### config.mk
export PLATFORM = sky130hd
export DESIGN_NAME = fir_cfg_sequencer
export DESIGN_NICKNAME = d
export VERILOG_FILES = /design/src/rtl/fir_cfg_sequencer.sv
export SDC_FILE = /design/constraint.sdc
export NUM_CORES = 1
export LEC_CHECK = 0
export BUFFER_PORTS_ARGS = -buffer_cell sky130_fd_sc_hd__clkbuf_2
export CAP_MARGIN = 10
export CORE_MARGIN = 2
export CORE_UTILIZATION = 44
export DETAILED_ROUTE_END_ITERATION = 8
export GPL_TIMING_DRIVEN = 0
export PLACE_DENSITY = 0.81
export SYNTH_ARGS = -nofsm -noshare
export SYNTH_HDL_FRONTEND = slang
export SYNTH_SLANG_ARGS = --single-unit
export TNS_END_PERCENT = 5
### constraint.sdc
create_clock -name clk -period 2.6 [get_ports clk]
set_clock_uncertainty 0.15 [all_clocks]
set_input_delay 0.52 -clock clk [delete_from_list [all_inputs] [get_ports clk]]
set_output_delay 0.52 -clock clk [all_outputs]
set_load 0.01 [all_outputs]
### src/rtl/fir_cfg_sequencer.sv
// rtl/fir_cfg_sequencer.sv - gates FIR sample flow, drains in-flight samples, then streams a coefficient window into the FIR
module fir_cfg_sequencer #(
  parameter int DWIDTH = 8,
  parameter int AWIDTH = 4,
  parameter int WINLEN = 12,
  parameter int CWIDTH = 6
) (
  input  logic              clk,
  input  logic              rst_n,
  input  logic              load_req,
  input  logic              coef_valid,
  output logic              coef_busy,
  input  logic [DWIDTH-1:0] coef_data,
  input  logic              up_din_valid,
  output logic              up_din_busy,
  input  logic [DWIDTH-1:0] up_din_data,
  output logic              fir_din_valid,
  input  logic              fir_din_busy,
  output logic [DWIDTH-1:0] fir_din_data,
  input  logic              fir_dout_valid,
  input  logic              fir_dout_busy,
  output logic              cfg_valid,
  input  logic              cfg_busy,
  output logic [AWIDTH-1:0] cfg_addr,
  output logic [DWIDTH-1:0] cfg_data,
  output logic              load_done,
  output logic              coef_loaded
);

  typedef enum logic [1:0] {IDLE, DRAIN, LOAD, DONE} state_t;

  localparam logic [CWIDTH-1:0] CNT_MAX   = '1;
  localparam logic [AWIDTH:0]   WIN       = (AWIDTH+1)'(WINLEN);
  localparam logic [AWIDTH-1:0] LAST_ADDR = AWIDTH'(WINLEN - 1);

  state_t              state_q, state_d;
  logic [CWIDTH-1:0]   cnt_q, cnt_d;
  // acc counts accepted coefficients; one extra bit so it can reach WINLEN == 2^AWIDTH
  logic [AWIDTH:0]     acc_q, acc_d;
  logic                cfg_valid_q, cfg_valid_d;
  logic [AWIDTH-1:0]   cfg_addr_q, cfg_addr_d;
  logic [DWIDTH-1:0]   cfg_data_q, cfg_data_d;
  logic                load_done_q, load_done_d;
  logic                coef_loaded_q, coef_loaded_d;

  logic in_idle, full, in_xfer, out_xfer, cfg_xfer, coef_xfer;

  assign in_idle       = (state_q == IDLE);
  assign full          = (cnt_q == CNT_MAX);
  assign fir_din_valid = in_idle & up_din_valid & coef_loaded_q & ~full;
  assign up_din_busy   = ~in_idle | fir_din_busy | ~coef_loaded_q | full;
  assign fir_din_data  = up_din_data;

  assign in_xfer   = fir_din_valid & ~fir_din_busy;
  assign out_xfer  = fir_dout_valid & ~fir_dout_busy;
  assign cfg_xfer  = cfg_valid_q & ~cfg_busy;
  assign coef_busy = ~((state_q == LOAD) & (acc_q < WIN) & (~cfg_valid_q | ~cfg_busy));
  assign coef_xfer = coef_valid & ~coef_busy;

  assign cfg_valid   = cfg_valid_q;
  assign cfg_addr    = cfg_addr_q;
  assign cfg_data    = cfg_data_q;
  assign load_done   = load_done_q;
  assign coef_loaded = coef_loaded_q;

  always_comb begin
    state_d       = state_q;
    cnt_d         = cnt_q;
    acc_d         = acc_q;
    cfg_valid_d   = cfg_valid_q;
    cfg_addr_d    = cfg_addr_q;
    cfg_data_d    = cfg_data_q;
    load_done_d   = 1'b0;
    coef_loaded_d = coef_loaded_q;

    if (in_xfer && !out_xfer) begin
      cnt_d = cnt_q + CWIDTH'(1);
    end else if (out_xfer && !in_xfer && cnt_q != '0) begin
      cnt_d = cnt_q - CWIDTH'(1);
    end

    // A new coefficient refills the one-deep cfg register even while it drains
    if (coef_xfer) begin
      cfg_valid_d = 1'b1;
      cfg_addr_d  = acc_q[AWIDTH-1:0];
      cfg_data_d  = coef_data;
      acc_d       = acc_q + (AWIDTH+1)'(1);
    end else if (cfg_xfer) begin
      cfg_valid_d = 1'b0;
    end

    case (state_q)
      IDLE: begin
        if (load_req) state_d = DRAIN;
      end
      DRAIN: begin
        if (cnt_q == '0) begin
          state_d = LOAD;
          acc_d   = '0;
        end
      end
      LOAD: begin
        if (cfg_xfer && cfg_addr_q == LAST_ADDR) begin
          state_d       = DONE;
          load_done_d   = 1'b1;
          coef_loaded_d = 1'b1;
        end
      end
      DONE: begin
        state_d = IDLE;
      end
      default: state_d = IDLE;
    endcase
  end

  always_ff @(posedge clk) begin
    if (!rst_n) begin
      state_q       <= IDLE;
      cnt_q         <= '0;
      acc_q         <= '0;
      cfg_valid_q   <= 1'b0;
      cfg_addr_q    <= '0;
      cfg_data_q    <= '0;
      load_done_q   <= 1'b0;
      coef_loaded_q <= 1'b0;
    end else begin
      state_q       <= state_d;
      cnt_q         <= cnt_d;
      acc_q         <= acc_d;
      cfg_valid_q   <= cfg_valid_d;
      cfg_addr_q    <= cfg_addr_d;
      cfg_data_q    <= cfg_data_d;
      load_done_q   <= load_done_d;
      coef_loaded_q <= coef_loaded_d;
    end
  end

endmodule

# [Word-level counts from Yosys, hierarchy flattened]
# Index checks and enable logic that the tools add are counted.
[word_totals] mem_bits_rw=0 elab_cells=67 register_bits=28 memories=0 rom_bits=0 latch_bits=0 input_bits=25
[op_classes] mul=0 div=0 n_bitwise=21 eq_ne=8 n_mux=12 n_reduce_logical=14 magnitude_cmp=1 n_addsub=3 shifts=0
[op_table] op="$mux 5" n=3
[op_table] op="$mux 6" n=2
[op_table] op="$and 1x1->1" n=9
[op_table] op="$not 1->1" n=8
[op_table] op="$pmux 2 s4" n=1
[op_table] op="$add 6x1->6 const B" n=1
[op_table] op="$eq 6x6->1 const B" n=1
[op_table] op="$logic_not 6->1" n=1
[op_table] op="$mux 2" n=3
[op_table] op="$reduce_bool 6->1" n=1
[op_table] op="$sub 6x1->6 const B" n=1
[op_table] op="$add 5x1->5 const B" n=1
[op_table] op="$lt 5x4->1 const B" n=1
[op_table] op="$eq 2x2->1 const B" n=2
[op_table] op="$eq 4x4->1 const B" n=1
[op_table] op="$logic_and 1x1->1" n=4
[op_table] op="$ne 2x2->1 const B" n=2
[op_table] op="$or 1x1->1" n=4
[op_table] op="$reduce_and 2->1" n=2
[op_table] op="$reduce_bool 2->1" n=2
[op_table] op="$mux 1" n=3
[op_table] op="$reduce_and 3->1" n=1
[op_table] op="$eq 2x1->1 const B" n=1
[op_table] op="$logic_not 1->1" n=2
[op_table] op="2 further kinds" n=2

# [Longest topological paths before layout]
# Gate-level depths: netlist of run 1.
[depth] word_depth=10 depth_mapped=11 depth_no_buf=11

# [Worst setup path before layout of run 1]
# Ideal clock, no wire load.
[synth_timing] path_kind="flip-flop to flip-flop" start="register state_q[0]" end="register cnt_q[5]" path_buffers=0 path_slack_ps=91 period_less_slack_ps=2509 path_stages_with_launch=12 t_arrival_ps=2287 setup_time_ps=72 required_time_ps=2378 path_cell_list="dfxtp_1 inv_1 ha_1 and4b_1 o21ai_2 nand2b_1 ha_1 a211oi_1 o21bai_1 a21oi_1 mux2i_1 mux2i_1"
[synth_via] elab_chain_cells=9 elab_cells_between_ends=11
[synth_lines] element="start: declaration" line="36" source="state_t state_q, state_d;"
[synth_lines] element="start signal: assignment" line="127" source="state_q <= state_d;"
[synth_lines] element="$logic_not 2->1 (*)" line="48" source="assign in_idle = (state_q == IDLE);"
[synth_lines] element="$and 1x1->1 (*) (3 in a row)" line="50" source="assign fir_din_valid = in_idle & up_din_valid & coef_loaded_q & ~full;"
[synth_lines] element="$and 1x1->1 (*)" line="54" source="assign in_xfer = fir_din_valid & ~fir_din_busy;"
[synth_lines] element="$logic_not 1->1" line="78" source="end else if (out_xfer && !in_xfer && cnt_q != '0) begin"
[synth_lines] element="$logic_and 1x1->1 (2 in a row)" line="78"
[synth_lines] element="$reduce_bool 2->1 (no source line)"
[synth_lines] element="end signal: assignment" line="128" source="cnt_q <= cnt_d;"
[synth_lines] element="end: declaration" line="37" source="logic [CWIDTH-1:0] cnt_q, cnt_d;"
# Every way passes the cells marked *; elsewhere a longest branch is shown, timed or not.
# A chain may end at the register's enable or synchronous reset.

# [Worst setup path in the final report of run 1]
[layout_timing] start="register cnt_q[1]" end="register cnt_q[5]"
[layout_via] elab_chain_cells=8 elab_cells_between_ends=14
[layout_lines] element="$eq 6x6->1" line="49" source="assign full = (cnt_q == CNT_MAX);"
[layout_lines] element="$not 1->1" line="50"
[layout_lines] element="$and 1x1->1" line="50"
[layout_lines] element="$and 1x1->1" line="54"
[layout_lines] element="$logic_not 1->1" line="78"
[layout_lines] element="$logic_and 1x1->1 (2 in a row)" line="78"
[layout_lines] element="$reduce_bool 2->1 (no source line)"
# Parallel ways exist; a longest one is shown, timed or not. The select of a mux whose other input is x is not followed.

==> results.tsv, run 1 <==
stage	metric	value	unit
cells_and_area	commonest cells after routing, fill and taps aside	42 x clkbuf_2, 21 x dfxtp_1, 20 x mux2i_1	
global_route	busiest layer in global routing	met2	
timing	# setup viols final	0	
run	MaxCap Viol Count	0	
global_route	initial antenna violation count	0	
route	final WL	2697	um
route	drt drc	0	
clock_network	Clock Sinks	28	
power	peak supply drop	0.4743	mV
yosys	Syn Inst Count	148	
clock_network	CTS Hold Buffers Added	0	
global_route	Remaining Overflow, GRT	0	
cells_and_area	n_diodes	0	
global_route	first-pass GRT wire length	4464	um
global_route	met3 Use GR	3.804	%
worst_setup_path	worst reg2reg setup slack	0.14	ns
floorplanning	Die Y	62.17	um
cells_and_area	Final #Nets	231	
worst_setup_path	Worst Path Arrival	2.59	ns
worst_setup_path	reg2reg path depth	9	
clock_network	H-tree depth	1	
floorplanning	io pins	51	
timing	Tcrit/Tclk final	94.68	%
global_route	vias in the first global route	1015	
worst_setup_path	crit end category	flip-flop	
placed_design	port bufs	42	
floorplanning	initial cell density of the core	45.33	%
placed_design	routability cong.	0.7948	
power	Power Dens Cells	872.3	nW/um^2
min_path	Worst Hold Class	in2reg	
route	post-DR wirelength/cell	11.19	um
floorplanning	Placeable Area	3284	sq um
floorplanning	Die X	62.17	um
yosys	sequential element share of the synthesized area	37.65	%
clock_network	CTS root buf	clkbuf_4	
power	Total Power	1.666	mW
yosys	Syn. warnings	0	
floorplanning	Die ar.	3865	sq um
yosys	top_reg_cell synth	dfxtp_1	
route	Via Count	1135	
floorplanning	row count	21	
clock_network	Max clock buf depth	2	
status	status	completed	
worst_setup_path	r2r startpoint	cnt_q[1]	
route	antenna-violating nets left	0	
worst_setup_path	Critical R2R Capture	cnt_q[5]	
timing	FMAX	406.2	MHz
placed_design	Post-DP HPWL	2021	um
worst_setup_path	crit-path max FO	6	
global_route	met2 GRT Util	22.96	%
route	first-pass detailed-route iteration total	4	
global_route	met1 Usage GRT	18.59	%
yosys	Synth async-reset ratio	0	%
route	number of vias per cell	4.710	
timing	Final Critical Period	2.462	ns
yosys	Mean Syn Cell Area	10.06	sq um
global_route	largest net degree at the start of global routing	17	
yosys	Syn Std Cell Area	1489	sq um
yosys	Post-synth EDFFs	0	
cells_and_area	Area Growth Syn to Fin	28.24	%
timing	Fin Setup TNS	0	ns
clock_network	Clk pin slew, worst setup/hold paths	0.15	ns
clock_network	CTS tree	yes	
worst_setup_path	Setup crit start	cnt_q[1]	
yosys	syn nets	183	
route	1st-iter DRT viols	36	
yosys	Yosys cell types	36	
power	Leak	0.9363	nW
timing	Final Hold Fails	0	
worst_setup_path	startpoint types	flip-flop	
clock_network	Skew-Pair Late Insertion Delay	0.33	ns
timing	Slew Limit Fails	0	
clock_network	total CTS buffers	3	
timing	slew margin rel.	75.71	%
cells_and_area	commonest non-fill, non-tap cell in the layout	clkbuf_2	
global_route	global-route usage over all layers	13.94	%
worst_setup_path	crit path to	cnt_q[5]	
cells_and_area	layout cell share with drive strength beyond 1	40.00	%
yosys	number of synthesized register bits	28	
worst_setup_path	Data required, critical path	2.73	ns
worst_setup_path	Setup CP Type	reg2reg	
timing	Least-Margin Pin Slew	0.3644	ns
## cell families after synthesis
logic type,after synthesis,synth area share (%)
compound gates,16,8.152
buf+inv,16,6.135
mux,21,14.96
simple gates,51,20.67
xor+xnor,6,3.529
flops,28,37.65
fa+ha+maj,10,8.908
## per-stage QoR
| step | cell area [sq um] | hold slack (ns) | util [%] | setup slack [ns] | instances |
|---|---|---|---|---|---|
| floorplan | 1489 | 0.2951 | - | 0.09128 | 148 |
| global placement | 1757 | 0.3152 | 53.49 | -0.1942 | 236 |
| detailed placement | 1757 | 0.3245 | 53.49 | -0.2301 | 236 |
| CTS | 1836 | 0.2701 | 55.89 | 0.01502 | 240 |
| global route | 1909 | 0.2861 | 58.13 | -0.007982 | 241 |
| finish | 1909 | 0.2827 | 58.13 | 0.1382 | 241 |
## power by group
group | leakage (nW) | internal, mW | switching, mW
Sequential | 0.230 | 0.511 | 0.0934
Clock | 0.0279 | 0.156 | 0.128
Combinational | 0.678 | 0.412 | 0.364
## flip-flops by register name, summed over array words and instances (netlist names)
signal / count
coef_loaded: 1
cnt_q: 6
cfg_addr: 4
acc_q: 5
cfg_valid: 1
state_q: 2
load_done: 1
cfg_data: 8
## synthesized netlist by cell type, types with 3 or more instances
cell type,count,share of area [%]
nor2_1,9,2.3
inv_1,5,1.3
nor2b_1,18,7.6
buf_4,8,4.0
nand2_1,9,2.3
dfxtp_1,28,38
a21oi_1,3,1.0
mux2i_1,20,13
nand3_1,4,1.3
ha_1,9,7.6
xnor2_1,4,2.4
nand2b_1,3,1.3
## area by class of cell
class	instances	area, sq um
clock buffer	3	22.52
clock inverter	1	30.03
buffer	11	72.57
multi-input combinational	104	910.9
sequential	28	574.3
inverter	5	23.77
timing repair buffer	43	217.7
tap	46	57.56
fill	292	1375
## timing repair
item	in CTS	in global routing
endpoints found under the setup margin	2	1
pin swaps	1	4
buffers inserted	0	1
resized for setup	9	15
## worst min-delay path by stage
stage	start	depth (start not counted)	to
floorplan	acc_q[4]	1	acc_q[4]
global placement	acc_q[4]	1	acc_q[4]
detailed placement	acc_q[4]	1	acc_q[4]
CTS	coef_data[7]	3	cfg_data[7]
global route	coef_data[7]	3	cfg_data[7]
finish	coef_data[5]	3	cfg_data[5]
## worst max-delay path: stages (launching register included)
cell and delay (ns):
dfxtp_4 0.43, nand4_1 0.21, o21ai_4 0.27, nand2b_4 0.24, ha_4 0.22, a211oi_2 0.18, o21bai_1 0.09, a21oi_2 0.18
mux2i_1 0.26, mux2i_1 0.19
## metal layers
metal,vias to the layer above,routed length (um)
li1,598,-
met1,509,1278
met3,2,99
met2,26,1299
met5,-,0
met4,0,19
Power figures use the tool's default switching activity.
==> run 2, diff against run 1 <==
--- a/config.mk
+++ b/config.mk
@@ -8,9 +8,11 @@
 export BUFFER_PORTS_ARGS = -buffer_cell sky130_fd_sc_hd__clkbuf_2
 export CAP_MARGIN = 10
+export CORE_ASPECT_RATIO = 1.25
 export CORE_MARGIN = 2
-export CORE_UTILIZATION = 44
+export CORE_UTILIZATION = 46
+export CTS_BUF_LIST = sky130_fd_sc_hd__clkbuf_8
 export DETAILED_ROUTE_END_ITERATION = 8
 export GPL_TIMING_DRIVEN = 0
-export PLACE_DENSITY = 0.81
+export PLACE_DENSITY = 0.84
 export SYNTH_ARGS = -nofsm -noshare
 export SYNTH_HDL_FRONTEND = slang
==> constraint.sdc (replaced) <==
create_clock -name clk -period 2.6 [get_ports clk]
set_clock_uncertainty 0.15 [all_clocks]
set_input_delay 0.13 -clock clk [delete_from_list [all_inputs] [get_ports clk]]
set_output_delay 0.13 -clock clk [all_outputs]
set_load 0.01 [all_outputs]
==> run 2 against run 1 <==
Fmax grew 2.8%. Power rose by 1.9%. Count of clock-buffer cells in the layout is the same. Critical path type unchanged. Critical endpoint unchanged.
==> results.tsv, run 2 (synthesis gave the netlist of run 1 again) <==
stage	metric	value	unit
placed_design	routability cong.	0.7968	
global_route	first-pass GRT wire length	4719	um
clock_network	CTS tree	yes	
timing	RSZ-0062 raised after global routing	no	
cells_and_area	Final #Nets	239	
worst_setup_path	worst reg2reg setup slack	0.21	ns
clock_network	CTS root buf	clkbuf_8	
worst_setup_path	Slowest-stage cell, CP	dfxtp_1	
worst_setup_path	Worst Path Arrival	2.45	ns
worst_setup_path	max incr delay on CP	0.38	ns
timing	Slew Limit Fails	0	
global_route	Remaining Overflow, GRT	0	
route	number of vias per cell	4.979	
floorplanning	Die ar.	3711	sq um
floorplanning	Placeable Area	3137	sq um
worst_setup_path	CP Buf/Inv Count	1	
timing	Fin Setup TNS	0	ns
route	antenna-violating nets left	0	
cells_and_area	layout cell share with drive strength beyond 1	35.96	%
floorplanning	Die X	54.89	um
power	Leak	0.9723	nW
worst_setup_path	startpoint types	flip-flop	
worst_setup_path	crit-path max FO	6	
placed_design	Area after DPL	1745	sq um
power	sw power	584.4	uW
global_route	largest net degree at the start of global routing	17	
cells_and_area	Fillers	296	
timing	Final Critical Period	2.394	ns
min_path	WHS Path Cells	3	
cells_and_area	n_diodes	0	
worst_setup_path	crit path cell chain	inv_2 -> ha_4 -> and4b_1 -> o21ai_2 -> nand2b_4 -> ha_4 -> a211oi_2 -> o21bai_1 -> a21oi_2 -> mux2i_1 -> mux2i_1	
timing	Final Hold Fails	0	
worst_setup_path	crit end category	flip-flop	
clock_network	H-tree depth	1	
worst_setup_path	Setup CP Type	reg2reg	
floorplanning	row count	23	
global_route	vias in the first global route	1119	
timing	slew margin rel.	75.61	%
timing	Least-Margin Pin Slew	0.3658	ns
cells_and_area	max reg flops	8	
min_path	hold path endpoint	load_done	
power	Power Dens Cells	864.9	nW/um^2
worst_setup_path	r2r startpoint	state_q[1]	
route	post-DR wirelength/cell	12.00	um
route	first-pass detailed-route iteration total	4	
min_path	Worst Hold Class	in2reg	
clock_network	total CTS buffers	3	
placed_design	Post-DP HPWL	2149	um
worst_setup_path	reg2reg path depth	11	
cells_and_area	commonest cells after routing, fill and taps aside	42 x clkbuf_2, 25 x dfxtp_1, 20 x mux2i_1	
clock_network	Skew-Pair Late Insertion Delay	0.27	ns
cells_and_area	Seq. cell area	564.3	sq um
cells_and_area	Multi-input gate area	890.9	sq um
worst_setup_path	CP top delay family	compound AO/OA/AOI/OAI gates	
power	Seq pwr share	34.4	%
clock_network	Max clock buf depth	2	
cells_and_area	Layout Cells excl Fill	240	
global_route	global-route usage over all layers	16.88	%
power	internal power	1.112	mW
clock_network	Clk pin slew, worst setup/hold paths	0.10	ns
floorplanning	io pins	51	
power	peak supply drop	0.7409	mV
run	MaxCap Viol Count	0	
route	drt drc	0	
cells_and_area	commonest non-fill, non-tap cell in the layout	clkbuf_2	
global_route	initial antenna violation count	0	
floorplanning	initial cell density of the core	47.47	%
route	Via Count	1195	
cells_and_area	Area Growth Syn to Fin	31.76	%
power	switching share of power	34.44	%
route	1st-iter DRT viols	18	
floorplanning	Die Y	67.61	um
power	Total Power	1.697	mW
cells_and_area	final instance area	1962	sq um
route	final WL	2879	um
timing	FMAX	417.7	MHz
status	status	completed	
placed_design	dpl cells	227	
placed_design	port bufs	42	
clock_network	Clock Sinks	28	
min_path	hold path start	rst_n	
worst_setup_path	Data required, critical path	2.66	ns
power	clock network power share	20.3	%
timing	worst hold slack	0.02825	ns
timing	# setup viols final	0	
power	Comb power frac	45.3	%
timing	Tcrit/Tclk final	92.07	%
worst_setup_path	Critical R2R Capture	cnt_q[5]	
-- run 2: changes by cell type in the layout (fill, tap and decap cells not counted), moves of 2 or more --
cell and change:
clkbuf_4 -3, clkbuf_8 +3, dlygate4sd3_1 +8, inv_4 -2, inv_2 +2, dfxtp_2 -2, dfxtp_4 -2, dfxtp_1 +4
-- run 2: how the worst max path moves through the flow --
stage                from  endpoint  slack (ns)  cells past startpoint
2_1_floorplan  state_q[0]  cnt_q[5]        0.09                     11
3_3_place_gp   state_q[0]  cnt_q[5]       -0.13                     11
3_5_place_dp   state_q[0]  cnt_q[5]       -0.16                     11
4_1_cts        state_q[1]  cnt_q[5]        0.08                     11
5_1_grt        state_q[1]  cnt_q[5]        0.02                     11
6_report       state_q[1]  cnt_q[5]        0.21                     11
-- run 2: stage by stage --
stage | util (%) | setup WS (ns)
after floorplan | - | 0.09128
final | 62.54 | 0.2062
after CTS | 61.43 | 0.08286
after detailed placement | 55.64 | -0.1570
after global routing | 62.54 | 0.01837
after global placement | 55.64 | -0.1285
-- run 2: area by class of cell --
class	count	area share, %
inverters	5	0.9566
multi-input cells	104	45.41
clock buffers	3	2.105
clock inverters	1	1.531
repair buffers	51	15.18
plain buffers	11	3.699
flip-flops and latches	28	28.76
well taps	37	2.360
-- run 2: power by group through the flow --
stage               combinational, mW  sequential (mW)  clock (mW)
floorplan                       0.555            0.569           0
global placement                0.667            0.578           0
detailed placement              0.682            0.581           0
CTS                             0.717            0.575       0.351
global route                    0.857            0.597       0.360
finish                          0.768            0.584       0.344
-- run 2: repair_timing --
item,in CTS,in global routing
endpoints found under the hold margin,8,0
setup buffers,1,0
endpoints found under the setup margin,2,1
hold buffers,8,0
gates resized for setup,8,6
pin swaps,3,0
-- run 2: per-layer routing --
metal	GRT usage, %	vias up	wire length (um)	share of wire [%]
met5	0	-	0	0
met4	5.625	0	30	1.0
met3	1.327	2	84	2.9
met2	31.99	19	1599	56
met1	18.91	564	1165	40
li1	-	610	-	-
-- run 2: worst min-delay path: cells and delay by family --
family / cells / cell delay (ns)
buffers and inverters: 1 / 0.14
AND/OR/NAND/NOR: 2 / 0.14
==> run 3, diff against run 2 <==
CELL_PAD_IN_SITES_DETAIL_PLACEMENT = 0   (was not set)
CELL_PAD_IN_SITES_GLOBAL_PLACEMENT = 2   (was not set)
CORE_UTILIZATION = 28   (was 46)
PLACE_DENSITY = 0.85   (was 0.84)
==> run 3 against run 2 <==
Core utilization decreased by 24 points. Worst hold slack about the same. Final cell count up 11%. Worst setup slack got worse by 0.082 ns. Largest power group unchanged. Count of clock-buffer cells in the layout unchanged. Critical endpoint unchanged. First-iteration DRC count increased by 89%.
==> results.tsv, run 3 (synthesis gave the netlist of run 1 again) <==
stage	metric	value	unit
clock_network	CTS tree	yes	
worst_setup_path	crit-path max FO	6	
min_path	Worst Hold Class	in2reg	
cells_and_area	fin util	38.98	%
worst_setup_path	Worst Path Arrival	2.53	ns
clock_network	Clock Sinks	28	
global_route	largest net degree at the start of global routing	17	
placed_design	Area after DPL	1777	sq um
timing	Least-Margin Pin Slew	0.3856	ns
cells_and_area	Fillers	527	
cells_and_area	commonest non-fill, non-tap cell in the layout	clkbuf_2	
worst_setup_path	Setup CP Type	reg2reg	
route	antenna-violating nets left	0	
cells_and_area	Area Growth Syn to Fin	33.95	%
global_route	initial antenna violation count	0	
global_route	first-pass GRT wire length	4692	um
clock_network	CTS root buf	clkbuf_8	
timing	Tcrit/Tclk final	95.21	%
cells_and_area	max reg flops	8	
floorplanning	Die Y	85.53	um
global_route	vias in the first global route	1066	
worst_setup_path	Data required, critical path	2.66	ns
route	post-DR wirelength/cell	10.69	um
timing	# setup viols final	0	
global_route	Remaining Overflow, GRT	0	
floorplanning	row count	29	
timing	FMAX	404.0	MHz
placed_design	routability cong.	0.7363	
cells_and_area	Seq. cell area	564.3	sq um
cells_and_area	Final #Nets	241	
power	Power Dens Cells	836.0	nW/um^2
timing	Final Hold Fails	0	
clock_network	total CTS buffers	3	
cells_and_area	layout cell share with drive strength beyond 1	36.10	%
clock_network	Max clock buf depth	2	
cells_and_area	final instance area	1994	sq um
route	drt drc	0	
route	number of vias per cell	4.528	
placed_design	port bufs	42	
global_route	global-route usage over all layers	9.529	%
clock_network	Clk pin slew, worst setup/hold paths	0.10	ns
timing	Fin Setup TNS	0	ns
worst_setup_path	startpoint types	flip-flop	
floorplanning	io pins	51	
timing	slew margin rel.	74.29	%
worst_setup_path	crit end category	flip-flop	
power	Leak	0.9780	nW
power	peak supply drop	0.5880	mV
cells_and_area	commonest cells after routing, fill and taps aside	42 x clkbuf_2, 25 x dfxtp_1, 20 x mux2i_1	
floorplanning	Die ar.	5921	sq um
route	Via Count	1209	
timing	Final Critical Period	2.476	ns
route	final WL	2854	um
power	Total Power	1.667	mW
cells_and_area	Multi-input gate area	877.1	sq um
clock_network	H-tree depth	1	
floorplanning	Die X	69.23	um
floorplanning	Placeable Area	5116	sq um
status	status	completed	
floorplanning	initial cell density of the core	29.10	%
route	first-pass detailed-route iteration total	4	
clock_network	Skew-Pair Late Insertion Delay	0.27	ns
cells_and_area	n_diodes	0	
route	1st-iter DRT viols	34	
timing	Slew Limit Fails	0	
timing	worst hold slack	0.02775	ns
run	MaxCap Viol Count	0	
placed_design	Post-DP HPWL	2234	um
==> run 3: cell count changes in the layout (fill, tap and decap cells not counted), sizes merged <==
| cell | delta |
|---|---|
| buf | +2 |
==> run 3: path summary, 6_finish.rpt <==
kind	startpoint	endpoint	slack, ns	depth (start not counted)
max	state_q[1]	cnt_q[5]	0.12	11
min	rst_n	load_done	0.03	3
max reg2reg	state_q[1]	cnt_q[5]	0.12	11
min reg2reg	acc_q[4]	acc_q[4]	0.33	1
==> run 3: where the power goes <==
| group | internal, mW | switching (mW) | total [mW] |
|---|---|---|---|
| sequential | 0.498 | 0.0837 | 0.582 |
| combinational | 0.401 | 0.345 | 0.746 |
| clock | 0.206 | 0.133 | 0.339 |
| total | 1.11 | 0.562 | 1.67 |
==> run 3: repair_timing <==
item	CTS	global route
hold endpoints to repair	8	0
setup buffers	2	1
hold buffers	8	0
endpoints found under the setup margin	1	1
gates resized for setup	6	6
pin swaps	3	2
==> run 3: layout make-up <==
cell class,count,share of cell area (%)
Timing Repair Buffer,53,15.68
Multi-Input combinational cell,104,43.98
Inverter,5,0.9410
Sequential cell,28,28.29
Tap cell,62,3.890
Clock buffer,3,2.070
Clock inverter,1,1.506
Buffer,11,3.639
==> run 3: metrics by stage <==
step                      setup slack (ns)  std cells
after floorplan                    0.09128        148
after global placement             -0.2041        252
after detailed placement           -0.1951        252
after CTS                          0.01157        266
after global routing            -0.0006215        267
final                               0.1245        267
==> run 3: routing by layer <==
metal / global-route usage (%) / vias to the layer above / share of wire, %
met3: 2.585 / 2 / 5.1
met2: 17.74 / 31 / 50
met5: 0 / - / 0
li1: - / 617 / -
met1: 11.03 / 559 / 44
met4: 1.604 / 0 / 0.42
==> run 3: worst max-delay path: stages, from the launching register on <==
cell	delay, ns
dfxtp_1	0.38
inv_2	0.06
ha_2	0.18
and4b_1	0.18
o21ai_2	0.07
nand2b_4	0.21
ha_4	0.22
a211oi_2	0.20
o21bai_1	0.10
a21oi_1	0.20
mux2i_1	0.27
mux2i_1	0.20
